===== config.mk =====
export PLATFORM = sky130hd
export DESIGN_NAME = wshb_frame_reader_flat
export DESIGN_NICKNAME = d
export VERILOG_FILES = /design/src/rtl/wshb_if.sv /design/src/rtl/wshb_frame_reader.sv /design/src/flat_wrapper.sv
export SDC_FILE = /design/constraint.sdc
export NUM_CORES = 1
export LEC_CHECK = 0
export CAP_MARGIN = 5
export CORE_MARGIN = 2
export CORE_UTILIZATION = 25
export CTS_BUF_LIST = sky130_fd_sc_hd__clkbuf_16
export DETAILED_ROUTE_END_ITERATION = 7
export PLACE_DENSITY = 0.47
export SYNTH_ARGS = -nofsm -noshare
export SYNTH_HDL_FRONTEND = slang
export SYNTH_SLANG_ARGS = --single-unit

===== constraint.sdc =====
create_clock -name sys_clk -period 4.1 [get_ports sys_clk]
set_clock_uncertainty 0.05 [all_clocks]
set_input_delay 0.82 -clock sys_clk [delete_from_list [all_inputs] [get_ports sys_clk]]
set_output_delay 0.82 -clock sys_clk [all_outputs]
set_load 0.01 [all_outputs]

===== src/rtl/wshb_if.sv =====
// Wishbone B4 pipelined-classic bus bundle, 32-bit data, used between the
// frame reader (master) and the SDRAM controller (slave).
interface wshb_if;
    logic        cyc;
    logic        stb;
    logic        we;
    logic [31:0] adr;
    logic [3:0]  sel;
    logic [2:0]  cti;
    logic [1:0]  bte;
    logic [31:0] dat_ms;
    logic [31:0] dat_sm;
    logic        ack;
    logic        err;

    modport master (
        output cyc, stb, we, adr, sel, cti, bte, dat_ms,
        input  dat_sm, ack, err
    );

    modport slave (
        input  cyc, stb, we, adr, sel, cti, bte, dat_ms,
        output dat_sm, ack, err
    );
endinterface


===== src/rtl/wshb_frame_reader.sv =====
// Wishbone burst master streaming a frame buffer into the pixel FIFO, paced on
// FIFO fill level. Define FRAME_READER_PATTERN_EN to push an 8x8 checkerboard instead of bus data.
module wshb_frame_reader #(
    parameter int          HDISP     = 800,
    parameter int          VDISP     = 480,
    parameter logic [31:0] BASE_ADDR = 32'h0,
    parameter int          BURST_LEN = 16
) (
    input  logic        sys_clk,
    input  logic        sys_rst_n,
    input  logic        enable,
    wshb_if.master      wshb_ifm,
    input  logic        fifo_almost_full,
    output logic        fifo_write,
    output logic [31:0] fifo_wdata,
    output logic        frame_start
);

    localparam int BW = $clog2(BURST_LEN);

    typedef enum logic {
        IDLE,
        BURST
    } state_t;

    state_t          state;
    logic [BW-1:0]   beat;
    logic [15:0]     x;
    logic [15:0]     y;
    logic [31:0]     adr;
    logic            cyc;
    logic            stb;
    logic [2:0]      cti;

    logic            beat_done;
    logic            last_beat;
    logic            end_of_line;
    logic            last_pix;
    logic [31:0]     push_data;

    assign beat_done   = (state == BURST) && (wshb_ifm.ack || wshb_ifm.err);
    assign last_beat   = (beat == BW'(BURST_LEN - 1));
    assign end_of_line = (x == 16'(HDISP - 1));
    assign last_pix    = end_of_line && (y == 16'(VDISP - 1));

`ifdef FRAME_READER_PATTERN_EN
    assign push_data = {8'h00, (x[3] ^ y[3]) ? 24'hFFFFFF : 24'h000000};
`else
    assign push_data = wshb_ifm.dat_sm;
`endif

    // NOTE: every register here, including the FIFO write path, is updated with
    // non-blocking assignments so all of them see the same pre-edge state.
    always_ff @(posedge sys_clk) begin
        if (!sys_rst_n) begin
            state       <= IDLE;
            beat        <= '0;
            x           <= '0;
            y           <= '0;
            adr         <= BASE_ADDR;
            cyc         <= 1'b0;
            stb         <= 1'b0;
            cti         <= 3'b000;
            fifo_write  <= 1'b0;
            fifo_wdata  <= '0;
            frame_start <= 1'b0;
        end else begin
            fifo_write  <= 1'b0;
            frame_start <= 1'b0;

            case (state)
                IDLE: begin
                    if (enable && !fifo_almost_full) begin
                        state <= BURST;
                        cyc   <= 1'b1;
                        stb   <= 1'b1;
                        beat  <= '0;
                        cti   <= 3'b010;
                    end
                end

                BURST: begin
                    if (beat_done) begin
                        // An errored beat still consumes its pixel slot, but pushes black.
                        fifo_write  <= 1'b1;
                        fifo_wdata  <= wshb_ifm.err ? 32'h0 : push_data;
                        frame_start <= (x == 16'd0) && (y == 16'd0);
                        beat        <= beat + 1'b1;

                        if (last_pix) begin
                            x   <= '0;
                            y   <= '0;
                            adr <= BASE_ADDR;
                        end else begin
                            adr <= adr + 32'd4;
                            if (end_of_line) begin
                                x <= '0;
                                y <= y + 16'd1;
                            end else begin
                                x <= x + 16'd1;
                            end
                        end

                        if (last_beat) begin
                            state <= IDLE;
                            cyc   <= 1'b0;
                            stb   <= 1'b0;
                            cti   <= 3'b000;
                        end else if (beat == BW'(BURST_LEN - 2)) begin
                            cti <= 3'b111;
                        end
                    end
                end

                default: state <= IDLE;
            endcase
        end
    end

    assign wshb_ifm.cyc    = cyc;
    assign wshb_ifm.stb    = stb;
    assign wshb_ifm.we     = 1'b0;
    assign wshb_ifm.adr    = adr;
    assign wshb_ifm.sel    = 4'hF;
    assign wshb_ifm.cti    = cti;
    assign wshb_ifm.bte    = 2'b00;
    assign wshb_ifm.dat_ms = 32'h0;

endmodule

===== src/flat_wrapper.sv =====
// flat-port wrapper written by rule: the top's interface ports become plain ports
module wshb_frame_reader_flat 
#(
    parameter int          HDISP     = 800,
    parameter int          VDISP     = 480,
    parameter logic [31:0] BASE_ADDR = 32'h0,
    parameter int          BURST_LEN = 16
)
  (sys_clk, sys_rst_n, enable, fifo_almost_full, fifo_write, fifo_wdata, frame_start, wshb_ifm_cyc, wshb_ifm_stb, wshb_ifm_we, wshb_ifm_adr, wshb_ifm_sel, wshb_ifm_cti, wshb_ifm_bte, wshb_ifm_dat_ms, wshb_ifm_dat_sm, wshb_ifm_ack, wshb_ifm_err);
  wshb_if wshb_ifm_i ();
  input  logic sys_clk;
  input  logic sys_rst_n;
  input  logic enable;
  input  logic fifo_almost_full;
  output logic fifo_write;
  output logic [31:0] fifo_wdata;
  output logic frame_start;
  output wire logic [$bits(wshb_ifm_i.cyc)-1:0] wshb_ifm_cyc;
  output wire logic [$bits(wshb_ifm_i.stb)-1:0] wshb_ifm_stb;
  output wire logic [$bits(wshb_ifm_i.we)-1:0] wshb_ifm_we;
  output wire logic [$bits(wshb_ifm_i.adr)-1:0] wshb_ifm_adr;
  output wire logic [$bits(wshb_ifm_i.sel)-1:0] wshb_ifm_sel;
  output wire logic [$bits(wshb_ifm_i.cti)-1:0] wshb_ifm_cti;
  output wire logic [$bits(wshb_ifm_i.bte)-1:0] wshb_ifm_bte;
  output wire logic [$bits(wshb_ifm_i.dat_ms)-1:0] wshb_ifm_dat_ms;
  input wire logic [$bits(wshb_ifm_i.dat_sm)-1:0] wshb_ifm_dat_sm;
  input wire logic [$bits(wshb_ifm_i.ack)-1:0] wshb_ifm_ack;
  input wire logic [$bits(wshb_ifm_i.err)-1:0] wshb_ifm_err;
  assign wshb_ifm_cyc = wshb_ifm_i.cyc;
  assign wshb_ifm_stb = wshb_ifm_i.stb;
  assign wshb_ifm_we = wshb_ifm_i.we;
  assign wshb_ifm_adr = wshb_ifm_i.adr;
  assign wshb_ifm_sel = wshb_ifm_i.sel;
  assign wshb_ifm_cti = wshb_ifm_i.cti;
  assign wshb_ifm_bte = wshb_ifm_i.bte;
  assign wshb_ifm_dat_ms = wshb_ifm_i.dat_ms;
  assign wshb_ifm_i.dat_sm = wshb_ifm_dat_sm;
  assign wshb_ifm_i.ack = wshb_ifm_ack;
  assign wshb_ifm_i.err = wshb_ifm_err;
  wshb_frame_reader #(.HDISP(HDISP), .VDISP(VDISP), .BASE_ADDR(BASE_ADDR), .BURST_LEN(BURST_LEN)) u_core (.sys_clk(sys_clk), .sys_rst_n(sys_rst_n), .enable(enable), .wshb_ifm(wshb_ifm_i), .fifo_almost_full(fifo_almost_full), .fifo_write(fifo_write), .fifo_wdata(fifo_wdata), .frame_start(frame_start));
endmodule

Word-level counts from Yosys, hierarchy flattened. Index checks and enable logic that the tools add are counted.

Bitwise gates (word level): 1. Equality and inequality tests: 8. $add $sub $neg: 4. Muxes and demuxes: 23. Reductions and logical operators: 16.

Operators with widths (count): $mux 16 (4); $mux 32 (2); $add 16x1->16 const B (2); $add 32x3->32 const B (1); $logic_not 16->1 (2); $eq 16x10->1 const B (1); $eq 16x9->1 const B (1); $mux 3 (4); $reduce_and 3->1 (4); $eq 4x4->1 const B (2); $mux 4 (2); $pmux 4 s2 (1); $mux 1 (7); $pmux 3 s2 (1); $reduce_and 2->1 (3); $add 4x1->4 const B (1); $logic_and 1x1->1 (4); $ne 2x2->1 const B (2); $pmux 1 s2 (2); $ne 3x3->1 const B (1); $ne 2x1->1 const B (1); $reduce_bool 2->1 (1); $logic_not 1->1 (1); $logic_or 1x1->1 (1); $not 1->1 (1).

Bits of input ports: 38. Word-level logic and storage cells: 62. Bits in registers: 107. Output and inout bits: 110.

Depth between registers and ports, before layout. Gate-level depths: netlist of the first run.

Word-level depth: 5. Mapped depth: 7. Depth with buffers taken out: 6.

Worst setup path after synthesis of the first run. Ideal clock, no wire load.

Path kind: input -> register. Start: in wshb_ifm_err. End: reg u_core.y[15]. Slack: 1425 ps. Cell stages on the path: 6. Setup time: 71 ps. Required time: 3979 ps. Arrival: 2554 ps. Cells stage by stage: o21ai_1 > or4b_4 > or4_1 > clkbuf_2 > or3_1 > a21oi_1.

Longest elaborated chain between the ends: 3.

Ends and longest elaborated chain: start: declaration (line flat_wrapper.sv:28) `input wire logic [$bits(wshb_ifm_i.err)-1:0] wshb_ifm_err;`; $logic_or 1x1->1 (line wshb_frame_reader.sv:41) `assign beat_done = (state == BURST) && (wshb_ifm.ack || wshb_ifm.err);`; $logic_and 1x1->1 (line wshb_frame_reader.sv:41); $reduce_and 3->1 (no line); end signal: assignment (line wshb_frame_reader.sv:98) `y <= y + 16'd1;`; end: declaration (line wshb_frame_reader.sv:29) `logic [15:0] y;`.

No other way between the ends. A chain may end at the register's enable or synchronous reset.

Worst setup path after layout of the first run. Same ends and word-level chain as after synthesis.

==> impl_metrics.csv, run 1 <==
group,metric,value,unit
critical_path,r2r_slack,1.46,ns
floorplanning,die_y,140,µm
floorplanning,die_w,140,µm
logic_synthesis,synth-edff-count,0,
sta,fin_tns_setup,0,ns
critical_path,cp_cell_sequence,"clkdlybuf4s50_1, o21ai_1, or4b_4, or4_1, or3_1, a21oi_1",
clock_network,cts_tree,"built",
logic_synthesis,synth_cell_types,41,
clock_network,htreeDepth,3,
route,wl_met1,5.34,mm
clock_network,cts_sinks,104,
power_and_ir_drop,p_switching,0.000484,W
route,top_layer_used,"met4",
route,vias_per_cell,4.48,
finish,fillers,1864,
clock_network,cts_buffer_depth,2,
clock_network,postCtsHoldBufs,0,
critical_path,start_kind,"input port",
sta,slew_viol_final,0,
outcome,status,"completed",
route,wl_per_cell,13.3,µm
floorplanning,start_util,25.7,%
route,dr.first_iter.drc_count,141,
logic_synthesis,syn_inst,527,
critical_path,arrival,3.26,ns
logic_synthesis,synthArstFlopShare,0,%
power_and_ir_drop,pwr-share-seq,50.5,%
global_route,grt_use_total,11.5,%
critical_path,required,4.32,ns
sta,finalHoldViolCount,0,
logic_synthesis,synth_area_per_cell,8.81,µm²
floorplanning,core,18100,µm²
floorplanning,io_pins,148,
logic_synthesis,synth_top_area_cell,"dfxtp_1",
clock_network,clk_latency,0.35,ns
logic_synthesis,ys_warn_count,0,
power_and_ir_drop,power_density,336,nW/µm²
finish,drive_gt1_share,4.90,%
finish,fin_nets,673,
route,dr_wl_met3,800,µm
finish,ff_latch_area,2080,µm²
route,num_vias,3862,
logic_synthesis,syn_area,4640,µm²
critical_path,reg2reg_depth,5,
logic_synthesis,ys_seq_area_share,44.9,%
power_and_ir_drop,p_clk_share,42.4,%
power_and_ir_drop,combPwrFrac,7.1,%
global_route,grt_pass1_vias,3653,
route,route.met2.wl,5.23,mm
logic_synthesis,synth_top_area_share,44.9,%
flow_run,max-cap-violations,0,
logic_synthesis,synth_area_leaders,"dfxtp_1 (45%), buf_4 (7.0%), xnor2_1 (6.8%), nor2_1 (6.1%), a22o_1 (6.0%)",
sta,fin_crit_sh,74.1,%
clock_network,clkSlewWorstSetupHoldPaths,0.07,ns
placed_design,place.gp.congestion,0.795,
critical_path,slowest_delay,0.67,ns
critical_path,worst_r2r_endpoint,"u_core.y[15]",
finish,multi_input_area,2250,µm²
finish,fin_cells,862,
global_route,globalRoute.totalOverflow,0,
route,drc_errors,0,
finish,diodes,0,
logic_synthesis,synth_ff_type,"dfxtp_1",
clock_network,cts_setup_buffers,0,
critical_path,worstSetupPathType,"in2reg",
min_path,min_path_type,"reg2reg",
floorplanning,fp.dieArea,19700,µm²
placed_design,dpl.hpwl,8.23,mm
sta,hold_ws,0.431,ns
sta,worst_slack,1.06,ns
power_and_ir_drop,p_int,0.00157,W
finish,areaGrowthSynthToFinish,31.4,%
power_and_ir_drop,netSwitchingFraction,23.6,%
critical_path,worst_path_max_delay_cell,"or4_1",
min_path,hold_end,"u_core.fifo_wdata[25]",
clock_network,cts_resized,0,
critical_path,r2r-start,"u_core.x[5]",
global_route,grt_pass1_wl,18.6,mm
power_and_ir_drop,leakagePower,2.13,nW
logic_synthesis,ys_seq_elements,104,
placed_design,io_buffers,106,
route,first_pass_iters,4,
placed_design,pre_cts_ws,0.736,ns
clock_network,cts_root_buf,"clkbuf_16",
power_and_ir_drop,ir_drop,193,µV
min_path,holdPathStages,1,
sta,setup_viol,0,
sta,period_minus_slack,3.04,ns
floorplanning,num_rows,49,
sta,slew_headroom,58.9,%
route,drt_wl_total,11.5,mm
min_path,min-delay-start,"u_core.fifo_wdata[25]",
global_route,antenna_found_initial,0,
critical_path,end_kind,"flop",
route,final_antenna_net_count,0,
critical_path,crit_fanout,9,
sta,worstMarginPinSlew,0.614,ns
placed_design,dp_cells,846,
global_route,grt_start_max_net_pins,35,
sta,rsz0062_at_grt,"no",
sta,fmax,0.329,GHz
clock_network,cts-buffers-inserted,9,
## cell usage after synthesis (3+ instances only)
library cell,count
ha_1,7
o21ai_0,9
xnor2_1,36
or3_1,6
and4_1,8
nand2_1,33
nor3_1,17
xor2_1,12
clkbuf_1,18
nor4_1,18
a21oi_1,16
inv_1,18
mux2i_1,3
nand3_1,23
a22o_1,32
and3_1,7
nand4_1,14
dfxtp_1,104
nor2_1,75
buf_4,43
## cell families after synthesis
logic type | Yosys count | synth area share [%]
xor+xnor | 48 | 9.06
other cells | 2 | 0.162
fa+ha+maj | 7 | 1.89
flops | 104 | 44.9
mux | 3 | 0.647
compound gates | 69 | 10.6
buf+inv | 81 | 10.1
simple gates | 213 | 22.7
## state kept, by name (all words and copies together), names as in the netlist, 2 cells and up
| register | flops |
|---|---|
| u_core.fifo_wdata | 32 |
| u_core.x | 16 |
| u_core.y | 16 |
| u_core.wshb_ifm.cti | 2 |
| u_core.wshb_ifm.adr | 30 |
| u_core.beat | 4 |
## per-layer routing
metal  vias up  GRT usage [%]
met4         0           2.76
met2       117           18.6
met1      1798           15.1
met3        10           3.66
li1       1937              -
met5         -              0
## worst max-delay path: cells and delay by family
| family | cells | cell delay (ns) |
|---|---|---|
| simple gates | 3 | 1.63 |
| buf+inv | 1 | 0.52 |
| compound gates | 2 | 0.28 |
## cells in the final DEF (no fill, tap or decap), drive strengths merged, types with 8 or more instances in the layout
master         count
or3                8
nand4             14
clkdlybuf4s50    106
inv               19
a21oi             16
xor2              12
conb              41
xnor2             36
dfxtp            104
a22o              32
nand2             33
o21ai             11
and4               8
nor2              75
nand3             23
nor4              18
nor3              17
clkbuf             9
## power by group through the flow
stage / registers (W) / clock network, W / logic (W)
after floorplan: 0.00106 / 0 / 0.0000889
after global placement: 0.00106 / 0 / 0.000146
after detailed placement: 0.00106 / 0 / 0.000146
after CTS: 0.00104 / 0.000909 / 0.000146
after global routing: 0.00104 / 0.000942 / 0.000159
final: 0.00104 / 0.000871 / 0.000146
## layout make-up
class | instances | share of cell area [%]
clock buffers | 9 | 3.69
clock inverters | 7 | 1.17
inverters | 19 | 1.17
multi-input cells | 381 | 36.9
flip-flops and latches | 104 | 34.1
well taps | 229 | 4.70
repair buffers | 113 | 18.3
## worst max path at each step
stage	startpoint	end	depth (start not counted)
after floorplan	wshb_ifm_err	u_core.y[15]	6
after global placement	wshb_ifm_err	u_core.y[15]	6
after detailed placement	wshb_ifm_err	u_core.y[15]	6
after CTS	wshb_ifm_err	u_core.y[15]	6
after global routing	wshb_ifm_err	u_core.y[13]	6
final	wshb_ifm_err	u_core.y[15]	6
## stage by stage
stage          util, %  power, W  area [µm²]
6_report          33.7   0.00205        6100
2_1_floorplan        -   0.00115        4790
5_1_grt           33.7   0.00214        6100
3_3_place_gp      32.1   0.00120        5800
4_1_cts           33.7   0.00209        6100
3_5_place_dp      32.1   0.00121        5800
No activity file was read; power rests on OpenSTA's default activity.
==> run 2, diff against run 1 <==
==> constraint.sdc (replaced) <==
create_clock -name sys_clk -period 3 [get_ports sys_clk]
set_clock_uncertainty 0.05 [all_clocks]
set_input_delay 0.6 -clock sys_clk [delete_from_list [all_inputs] [get_ports sys_clk]]
set_output_delay 0.6 -clock sys_clk [all_outputs]
set_load 0.01 [all_outputs]
==> run 2 against run 1 <==
Design area up 1.6%. Final cell count up 1.0%. Utilization up 0.55 points. Sequential share of layout area down 0.54 points. Largest power group unchanged.
==> impl_metrics.csv, run 2 (synthesized netlist as in run 1, its figures left out) <==
group,metric,value,unit
outcome,status,"completed",
clock_network,htreeDepth,3,
clock_network,clk_latency,0.36,ns
sta,fin_crit_sh,87.0,%
critical_path,crit_fanout,7,
global_route,grt_pass1_vias,3731,
floorplanning,die_w,140,µm
route,dr.first_iter.drc_count,160,
route,num_vias,3901,
placed_design,place.gp.congestion,0.849,
placed_design,dp_cells,855,
global_route,antenna_found_initial,0,
route,wl_met1,5.38,mm
critical_path,r2r-start,"u_core.x[5]",
finish,final_cell_mix,"clkdlybuf4s50_1 (106), dfxtp_1 (104), nor2_1 (74)",
finish,fin_cells,871,
placed_design,place_area,5900,µm²
power_and_ir_drop,power_density,458,nW/µm²
critical_path,worstSetupPathType,"in2reg",
clock_network,cts_setup_buffers,0,
sta,finalHoldViolCount,0,
finish,largest_reg_flops,32,
finish,areaGrowthSynthToFinish,33.6,%
placed_design,dpl.hpwl,8.42,mm
clock_network,postCtsHoldBufs,0,
flow_run,max-cap-violations,0,
finish,final_common_cell,"clkdlybuf4s50_1",
floorplanning,core,18100,µm²
global_route,grt_pass1_wl,18.8,mm
finish,top_register,"u_core.fifo_wdata",
floorplanning,io_pins,148,
route,route.met2.wl,5.24,mm
critical_path,worst_r2r_endpoint,"u_core.y[15]",
floorplanning,num_rows,49,
route,dr_wl_met3,688,µm
clock_network,cts_sinks,104,
power_and_ir_drop,leakagePower,2.19,nW
critical_path,end_kind,"flop",
min_path,hold_end,"u_core.wshb_ifm.cti[1]",
route,first_pass_iters,4,
finish,multi_input_area,2250,µm²
min_path,min-delay-start,"u_core.wshb_ifm.cti[1]",
clock_network,cts_tree,"built",
sta,slew_headroom,62.9,%
route,vias_per_cell,4.48,
global_route,globalRoute.totalOverflow,0,
finish,ff_latch_area,2080,µm²
critical_path,required,3.24,ns
clock_network,clkSlewWorstSetupHoldPaths,0.07,ns
finish,fin_nets,682,
clock_network,cts-buffers-inserted,9,
placed_design,io_buffers,106,
route,final_antenna_net_count,0,
floorplanning,start_util,25.7,%
sta,worstMarginPinSlew,0.555,ns
finish,fillers,1851,
min_path,holdPathStages,2,
route,drt_wl_total,11.5,mm
finish,design_area,6200,µm²
clock_network,cts_resized,0,
global_route,grt_start_max_net_pins,35,
sta,period_minus_slack,2.61,ns
critical_path,arrival,2.85,ns
critical_path,r2r_slack,0.48,ns
sta,fin_tns_setup,0,ns
sta,slew_viol_final,0,
floorplanning,fp.dieArea,19700,µm²
critical_path,reg2reg_depth,5,
route,drc_errors,0,
clock_network,cts_buffer_depth,2,
floorplanning,die_y,140,µm
finish,drive_gt1_share,6.39,%
finish,diodes,0,
power_and_ir_drop,ir_drop,259,µV
global_route,grt_use_total,11.7,%
route,top_layer_used,"met4",
sta,fmax,0.383,GHz
critical_path,start_kind,"input port",
route,wl_per_cell,13.3,µm
sta,rsz0062_at_grt,"no",
clock_network,cts_root_buf,"clkbuf_16",
min_path,min_path_type,"reg2reg",
sta,setup_viol,0,
finish,reg.largest.list,"u_core.fifo_wdata x32, u_core.wshb_ifm.adr x30",
-- run 2: cell count changes in the layout (fill, tap and decap cells not counted), sizes merged --
cell / before / now
clkinvlp: 2 / 1
buf: 7 / 16
clkinv: 4 / 3
inv: 19 / 21
-- run 2: layout make-up --
class | instances | area share, %
Timing Repair Buffer | 122 | 19.5
Inverter | 19 | 1.15
Clock buffer | 9 | 3.63
Multi-Input combinational cell | 381 | 36.3
Clock inverter | 7 | 1.25
Tap cell | 229 | 4.62
Sequential cell | 104 | 33.6
-- run 2: routing by layer --
| metal | up-vias | GRT usage [%] |
|---|---|---|
| met5 | - | 0 |
| met4 | 0 | 3.88 |
| met3 | 16 | 3.73 |
| met2 | 115 | 18.6 |
| met1 | 1803 | 15.1 |
| li1 | 1967 | - |
-- run 2: power breakdown --
| part | switching (W) | internal, W | leakage (nW) |
|---|---|---|---|
| sequential | 0.0000143 | 0.00140 | 0.840 |
| combinational | 0.000105 | 0.000103 | 1.20 |
| clock | 0.000561 | 0.000657 | 0.147 |
-- run 2: how the worst max path moves through the flow --
stage,start,to,cells after the start
finish,wshb_ifm_err,u_core.y[15],6
global route,wshb_ifm_err,u_core.y[15],6
CTS,wshb_ifm_err,u_core.y[15],6
detailed placement,wshb_ifm_err,u_core.y[15],6
global placement,wshb_ifm_err,u_core.y[15],6
floorplan,wshb_ifm_err,u_core.y[15],6
-- run 2: per-stage QoR --
step           hold slack (ns)  setup WS [ns]  utilization, %  total power [W]
2_1_floorplan            0.408          0.545               -          0.00157
3_3_place_gp             0.412         0.0277            32.6          0.00165
3_5_place_dp             0.413         0.0112            32.6          0.00166
4_1_cts                  0.433          0.386            34.3          0.00289
5_1_grt                  0.436          0.299            34.3          0.00297
6_report                 0.428          0.391            34.3          0.00284
-- run 2: critical path: stages --
cell             delay, ns
clkdlybuf4s50_1       0.48
o21ai_1               0.09
or4b_4                0.55
or4_1                 0.62
or3_1                 0.38
a21oi_1               0.14
==> run 3, diff against run 2 <==
--- a/config.mk
+++ b/config.mk
@@ -10,6 +10,7 @@
 export CORE_UTILIZATION = 25
 export CTS_BUF_LIST = sky130_fd_sc_hd__clkbuf_16
 export DETAILED_ROUTE_END_ITERATION = 7
+export MAX_ROUTING_LAYER = met4
 export PLACE_DENSITY = 0.47
 export SYNTH_ARGS = -nofsm -noshare
 export SYNTH_HDL_FRONTEND = slang
==> run 3 against run 2 <==
Utilization stayed put. Design area unchanged. Sequential share of layout area unchanged. Critical path type unchanged. Setup slack hardly changed. Routed wire length about the same. Clock-buffer cell count unchanged. First-iteration DRC count decreased by 1.9%.
==> impl_metrics.csv, run 3 (synthesized netlist as in run 1, its figures left out) <==
group,metric,value,unit
route,drt_wl_total,11.5,mm
finish,areaGrowthSynthToFinish,33.6,%
route,drc_errors,0,
power_and_ir_drop,power_density,458,nW/µm²
sta,slew_headroom,62.9,%
power_and_ir_drop,leakagePower,2.19,nW
critical_path,worst_path_max_delay_cell,"or4_1",
power_and_ir_drop,totalPowerFinal,0.00284,W
critical_path,worst-path-buf-inv,1,
placed_design,place_area,5900,µm²
placed_design,dp_cells,855,
clock_network,clk_latency,0.36,ns
clock_network,clkSlewWorstSetupHoldPaths,0.07,ns
finish,top_register,"u_core.fifo_wdata",
floorplanning,die_y,140,µm
floorplanning,core,18100,µm²
critical_path,worstSetupPathType,"in2reg",
floorplanning,io_pins,148,
sta,setup_viol,0,
critical_path,required,3.24,ns
finish,design_area,6200,µm²
finish,fin_cells,871,
finish,fillers,1851,
global_route,antenna_found_initial,0,
critical_path,cp_cell_sequence,"clkdlybuf4s50_1, o21ai_1, or4b_4, or4_1, or3_1, a21oi_1",
finish,largest_reg_flops,32,
placed_design,place.gp.congestion,0.863,
global_route,grt_pass1_wl,18.8,mm
clock_network,cts_buffer_depth,2,
route,vias_per_cell,4.48,
floorplanning,start_util,25.7,%
global_route,globalRoute.totalOverflow,0,
sta,fin_crit_sh,86.9,%
finish,final_common_cell,"clkdlybuf4s50_1",
route,first_pass_iters,4,
clock_network,htreeDepth,3,
critical_path,slowest_delay,0.62,ns
global_route,grt_start_max_net_pins,35,
clock_network,postCtsHoldBufs,0,
sta,hold_ws,0.428,ns
power_and_ir_drop,ir_drop,258,µV
floorplanning,die_w,140,µm
global_route,grt_pass1_vias,3731,
critical_path,end_kind,"flop",
clock_network,cts_tree,"built",
critical_path,start_kind,"input port",
sta,period_minus_slack,2.61,ns
outcome,status,"completed",
clock_network,cts-buffers-inserted,9,
finish,drive_gt1_share,6.39,%
sta,fin_tns_setup,0,ns
sta,slew_viol_final,0,
finish,fin_nets,682,
sta,rsz0062_at_grt,"no",
sta,finalHoldViolCount,0,
critical_path,crit_fanout,7,
clock_network,cts_resized,0,
clock_network,cts_sinks,104,
clock_network,cts_root_buf,"clkbuf_16",
route,dr.first_iter.drc_count,157,
flow_run,max-cap-violations,0,
route,final_antenna_net_count,0,
route,num_vias,3899,
clock_network,cts_setup_buffers,0,
finish,reg.largest.list,"u_core.fifo_wdata x32, u_core.wshb_ifm.adr x30",
critical_path,arrival,2.85,ns
floorplanning,fp.dieArea,19700,µm²
critical_path,cp_top_family,"simple AND/OR/NAND/NOR gates",
route,wl_per_cell,13.2,µm
finish,diodes,0,
sta,fmax,0.383,GHz
sta,worstMarginPinSlew,0.555,ns
min_path,min_path_type,"reg2reg",
global_route,grt_use_total,12.1,%
finish,final_cell_mix,"clkdlybuf4s50_1 (106), dfxtp_1 (104), nor2_1 (74)",
floorplanning,num_rows,49,
placed_design,io_buffers,106,
placed_design,dpl.hpwl,8.42,mm
==> run 3: cell counts in the layout (fill, tap and decap cells not counted) <==
No cell type changed its count.
==> run 3: area by class of cell <==
type / instances / area [µm²] / share of cell area [%]
repair buffers: 122 / 1210 / 19.5
well taps: 229 / 287 / 4.62
inverters: 19 / 71.3 / 1.15
clock inverters: 7 / 77.6 / 1.25
flip-flops and latches: 104 / 2080 / 33.6
clock buffers: 9 / 225 / 3.63
multi-input cells: 381 / 2250 / 36.3
==> run 3: final timing paths <==
kind | from | to | slack [ns] | cells after the start
max | wshb_ifm_err | u_core.y[15] | 0.39 | 6
min | u_core.wshb_ifm.cti[1] | u_core.wshb_ifm.cti[1] | 0.43 | 2
max reg2reg | u_core.x[5] | u_core.y[15] | 0.49 | 5
min reg2reg | u_core.wshb_ifm.cti[1] | u_core.wshb_ifm.cti[1] | 0.43 | 2
==> run 3: routing by layer <==
| metal | part of all wire (%) | wire (µm) | global-route usage, % | vias up |
|---|---|---|---|---|
| met3 | 5.7 | 654 | 3.42 | 17 |
| met2 | 46 | 5300 | 18.5 | 118 |
| met4 | 2.0 | 225 | 3.88 | 0 |
| li1 | - | - | - | 1968 |
| met1 | 46 | 5350 | 15.3 | 1796 |
| met5 | 0 | 0 | - | - |
==> run 3: metrics by stage <==
step	setup slack [ns]	util [%]
2_1_floorplan	0.545	-
3_3_place_gp	0.0277	32.6
3_5_place_dp	0.0112	32.6
4_1_cts	0.386	34.3
5_1_grt	0.299	34.3
6_report	0.392	34.3
==> run 3: power by group <==
part           total, W  internal, W  switching, W  leakage (nW)
Sequential      0.00141      0.00140     0.0000143         0.840
Clock           0.00122     0.000657      0.000563         0.147
Combinational  0.000208     0.000103      0.000105          1.20
==> run 3: worst reg2reg max path: cells and delay by family (launching register included) <==
kind	cells	cell delay, ns
compound gates	1	0.14
flops	1	0.35
simple gates	4	1.93
